## src/rtl/fifo_rd_pkg.sv

```systemverilog
// Shared types and constants for the FIFO read-side drain engine.
package fifo_rd_pkg;

  typedef enum logic {
    ST_IDLE  = 1'b0,
    ST_DRAIN = 1'b1
  } state_e;

  localparam int SKID_DEPTH = 2;

endpackage

```

## src/rtl/fifo_rd_skid.sv

```systemverilog
// Two-entry in-order skid queue; entry 0 is always the head.
module fifo_rd_skid
  import fifo_rd_pkg::*;
#(
  parameter int W = 32
) (
  input  logic         clk_i,
  input  logic         rst_i,
  input  logic         push_i,
  input  logic [W-1:0] din_i,
  input  logic         pop_i,
  output logic [1:0]   occ_o,
  output logic [W-1:0] head_o
);

  logic [W-1:0] ent0_q, ent1_q;
  logic [1:0]   occ_q;

  always_ff @(posedge clk_i) begin
    if (rst_i) begin
      ent0_q <= '0;
      ent1_q <= '0;
      occ_q  <= '0;
    end else begin
      case ({push_i, pop_i})
        2'b10: begin
          if (occ_q == 2'd0) ent0_q <= din_i;
          else               ent1_q <= din_i;
          occ_q <= occ_q + 2'd1;
        end
        2'b01: begin
          ent0_q <= ent1_q;
          occ_q  <= occ_q - 2'd1;
        end
        2'b11: begin
          // occupancy unchanged; new word lands behind whatever remains
          if (occ_q == 2'd1) begin
            ent0_q <= din_i;
          end else begin
            ent0_q <= ent1_q;
            ent1_q <= din_i;
          end
        end
        default: ;
      endcase
    end
  end

  assign occ_o  = occ_q;
  assign head_o = ent0_q;

endmodule

```

## src/rtl/fifo_rd_drain.sv

```systemverilog
// Read-clock drain engine: pops cmd_len+1 words from a 1-cycle-latency FIFO onto a valid/ready stream.
// state    | meaning
// ST_IDLE  | waiting for a burst command, cmd_ready high
// ST_DRAIN | issuing FIFO pops and delivering beats until the last beat is accepted
module fifo_rd_drain
  import fifo_rd_pkg::*;
#(
  parameter int SIZE  = 32,
  parameter int LEN_W = 8
) (
  input  logic             rd_clk,
  input  logic             reset,
  input  logic             cmd_valid,
  output logic             cmd_ready,
  input  logic [LEN_W-1:0] cmd_len,
  input  logic             fifo_empty,
  output logic             fifo_rd_en,
  input  logic [SIZE-1:0]  fifo_data,
  output logic             m_valid,
  input  logic             m_ready,
  output logic [SIZE-1:0]  m_data,
  output logic             m_last,
  output logic             busy
);

  state_e           state_q;
  logic [LEN_W:0]   req_left_q, out_left_q, len_d;
  logic             inflight_q;
  logic [1:0]       occ;
  logic [SIZE-1:0]  head;
  logic             pop;
  logic [2:0]       credit_used, credit_cap;

  assign len_d       = {1'b0, cmd_len} + (LEN_W+1)'(1);
  assign pop         = m_valid && m_ready;
  assign credit_used = {1'b0, occ} + {2'b00, inflight_q};
  assign credit_cap  = 3'(SKID_DEPTH) + {2'b00, pop};

  // a pop is only issued when the skid is guaranteed room for the returning word
  assign fifo_rd_en = !reset && (state_q == ST_DRAIN) && !fifo_empty &&
                      (req_left_q != '0) && (credit_used < credit_cap);

  assign cmd_ready = (state_q == ST_IDLE);
  assign busy      = (state_q == ST_DRAIN);
  assign m_valid   = (occ != 2'd0);
  assign m_data    = head;
  assign m_last    = m_valid && (out_left_q == (LEN_W+1)'(1));

  always_ff @(posedge rd_clk) begin
    if (reset) begin
      state_q    <= ST_IDLE;
      req_left_q <= '0;
      out_left_q <= '0;
      inflight_q <= 1'b0;
    end else begin
      inflight_q <= fifo_rd_en;
      case (state_q)
        ST_IDLE: begin
          if (cmd_valid) begin
            state_q    <= ST_DRAIN;
            req_left_q <= len_d;
            out_left_q <= len_d;
          end
        end
        ST_DRAIN: begin
          if (fifo_rd_en) req_left_q <= req_left_q - (LEN_W+1)'(1);
          if (pop)        out_left_q <= out_left_q - (LEN_W+1)'(1);
          if (pop && m_last) state_q <= ST_IDLE;
        end
        default: state_q <= ST_IDLE;
      endcase
    end
  end

  fifo_rd_skid #(.W(SIZE)) u_skid (
    .clk_i  (rd_clk),
    .rst_i  (reset),
    .push_i (inflight_q),
    .din_i  (fifo_data),
    .pop_i  (pop),
    .occ_o  (occ),
    .head_o (head)
  );

endmodule

```

## config.mk

```make
export PLATFORM = sky130hd
export DESIGN_NAME = fifo_rd_drain
export DESIGN_NICKNAME = d
export VERILOG_FILES = /design/src/rtl/fifo_rd_pkg.sv /design/src/rtl/fifo_rd_skid.sv /design/src/rtl/fifo_rd_drain.sv
export SDC_FILE = /design/constraint.sdc
export NUM_CORES = 1
export LEC_CHECK = 0
export CAP_MARGIN = 10
export CORE_MARGIN = 4
export CORE_UTILIZATION = 40
export DETAILED_ROUTE_END_ITERATION = 10
export SYNTH_ARGS = -nofsm -noshare
export SYNTH_HDL_FRONTEND = slang
export SYNTH_SLANG_ARGS = --single-unit
export TNS_END_PERCENT = 10
```

## constraint.sdc

```tcl
create_clock -name rd_clk -period 4.63 [get_ports rd_clk]
set_input_delay 1.1575 -clock rd_clk [delete_from_list [all_inputs] [get_ports rd_clk]]
set_output_delay 1.1575 -clock rd_clk [all_outputs]
set_load 0.02 [all_outputs]
```

==> reports/summary.txt <==
Outcome: complete, no violations
Total power: 2620 µW
Vias in the first global route: 3300
First-pass GRT wire length: 16.2 mm
Die area: 11600 µm²
Post-DP HPWL: 6.67 mm
Power density over the cells: 517 nW/µm²
All-Layer GR Usage: 0.174
Sw Pwr: 981 µW
CTS Sinks: 86
Top cells by count, synth: dfxtp_1, nand2_1, a21oi_1, nor2_1
Clock share of power: 0.210
Count leader, synth: dfxtp_1
Crit end category: output pin
Drt first pass iters: 4
Initial antenna violation count: 0
Final WL: 9.75 mm
RSZ-0062 raised after global routing: no
Root Buffer Master: clkbuf_8
Crit. Startpoint: fifo_empty
Mapped Cells: 481
Maximum clock insertion buffer count: 2
I/O pin total: 82
ANT cells: 0
Hold Buf Count CTS: 0
R2r worst-path depth: 7
Fmax: 232 MHz
Clock Skews: 0.0105 ns
Sw frac: 0.374
Yosys reg bits: 86
Chip width: 108 µm
Post-route DRC: 0
Final #Nets: 601
CTS clk-pin slew, worst paths: 0.09 ns
Worst setup SP type: input port
Post_cts resized: 0
Antenna viol nets, final: 0
Gr ovfl total: 0
Max cap viols: 0
Worst slew pin tran: 0.903 ns
Starting Density: 0.408
Cell taking the most area after synthesis: dfxtp_1
Htree depth: 3
WL per Instance: 14.2 µm
CP Class: input port to output pin
Combinational Power Share: 0.419
Dominant cells by area after synthesis: dfxtp_1, mux2i_1, nand2_1
Setup TNS: 0 ns
Crit Reg-Reg Endpoint: u_skid.head_o[4]
VDD IR max: 0.191 mV
Leak: 0.00198 µW
Internal: 1640 µW
Area growth syn-to-layout: 28.0%
FF-to-FF setup slack: 2.18 ns
Die Y: 108 µm
CP Capture Point: fifo_rd_en
Mapped Avg Cell Area: 8.25 µm²
Drt initial violations: 122
Number of synthesized flops with an enable pin: 0
Via count: 3559
Clock Latency Late Sink: 0.36 ns
Post-synth top flop: dfxtp_1
Sequential share of power: 0.371
Core area: 9730 µm²
Ys Warns: 0
Post-Layout Cell Count: 686
Post CTS Setup Buffer Count: 0
Final Critical Period: 4.30 ns
Seq/Total Area, Yosys: 0.434
Port bufs: 81
Max-slew violations: 0
CTS Buf Count: 9
CP Max Fanout: 5
Final Hold Fails: 0
Routability cong.: 0.845
Layout cells sized above 1: 0.0615
Critical R2R Launch: u_skid.occ_o[0]
CTS tree: done
Top cell type's share of synthesized area: 0.434
Synthesized area: 3970 µm²
Cell variety after synth: 49
Data arrival time of the worst path: 3.15 ns
Setup Viol. Count Final: 0
Syn nets: 534
Vias per Instance: 5.19
Largest net degree at the start of global routing: 86
Num rows: 36
Required time at the worst-slack endpoint: 3.47 ns
FFs w/ async S/R, synth: 0
Final period util: 0.930
Placed Cells: 670
HP Class: flip-flop to flip-flop
Worst relative slew slack: 0.398
## state kept, by name, summed over array words and instances (netlist names)
| signal | count |
|---|---|
| u_skid.ent1_q | 32 |
| out_left_q | 9 |
| req_left_q | 9 |
| u_skid.head_o | 32 |
| u_skid.occ_o | 2 |
| busy | 1 |
| inflight_q | 1 |
## metal layers
metal,share of wire,GRT usage,vias up,wire [µm]
met5,0,0,-,0
li1,-,-,1827,-
met2,0.47,0.286,79,4590
met4,0.011,0.0442,0,108
met1,0.47,0.228,1645,4600
met3,0.046,0.0432,8,451
## cell type report
type                       instances  area (µm²)
fill                             957        4650
multi-input combinational        353        2090
sequential                        86        1720
clock inverter                     7        80.1
tap                              133         166
timing repair buffer              89         866
clock buffer                       9         124
inverter                           9        33.8
## per-stage QoR
stage,setup slack (ns),utilization,hold WS [ns],instance area [µm²]
after floorplan,1.35,-,0.436,3970
after global placement,0.354,0.501,0.441,4870
after detailed placement,0.347,0.501,0.446,4870
after CTS,0.333,0.522,0.459,5080
after global routing,0.303,0.522,0.473,5080
final,0.325,0.522,0.457,5080
## kinds of logic after synthesis
kind of cell | count (synthesis) | synth area share
AOI/OAI and AO/OA | 131 | 0.211
DFF | 86 | 0.434
xor gates and xnor gates | 7 | 0.0155
buffers and inverters | 42 | 0.0410
and+or+nand+nor | 174 | 0.190
adders and majority gates | 8 | 0.0252
muxes | 33 | 0.0833
## layout by cell type, fill, tap and decap left out, types with 2 or more instances in the layout
master | netlist | final
a211oi_1 | 33 | 33
a21o_1 | 3 | 2
a21oi_1 | 56 | 56
a311oi_1 | 3 | 3
and2_1 | 2 | 2
and3_1 | 3 | 3
buf_4 | 0 | 8
clkbuf_8 | 0 | 9
clkdlybuf4s50_1 | 0 | 80
dfxtp_1 | 86 | 86
ha_1 | 8 | 8
inv_1 | 9 | 9
inv_6 | 0 | 3
mux2i_1 | 33 | 33
nand2_1 | 84 | 83
nand3_1 | 5 | 5
nor2_1 | 56 | 56
nor2b_1 | 2 | 2
nor3_1 | 7 | 7
nor4_1 | 3 | 3
o211a_1 | 2 | 2
o21a_1 | 2 | 2
o21ai_0 | 6 | 6
o21ai_1 | 11 | 11
o22ai_1 | 2 | 2
or3_1 | 3 | 3
xnor2_1 | 4 | 4
xor2_1 | 3 | 3
## worst max-delay path, stage by stage
cell,delay [ns]
clkdlybuf4s50_1,0.45
or4b_4,0.55
a21oi_4,0.20
and2_1,0.18
clkdlybuf4s50_1,0.61
## worst min path at each step
stage                           start                end  cells past startpoint
global placement    u_skid.ent1_q[13]  u_skid.ent1_q[13]                      2
floorplan            u_skid.ent1_q[0]   u_skid.ent1_q[0]                      2
detailed placement  u_skid.ent1_q[10]  u_skid.ent1_q[10]                      2
finish              u_skid.ent1_q[25]  u_skid.ent1_q[25]                      2
global route         u_skid.ent1_q[0]   u_skid.ent1_q[0]                      2
CTS                 u_skid.ent1_q[21]  u_skid.ent1_q[21]                      2
## power groups by stage
stage	Sequential [µW]	Clock, µW	Combinational (µW)
2_1_floorplan	1120	0	565
3_3_place_gp	987	0	1100
3_5_place_dp	992	0	1110
4_1_cts	975	568	1110
5_1_grt	997	604	1200
6_report	972	551	1100
(Power assumes the default switching activity.)
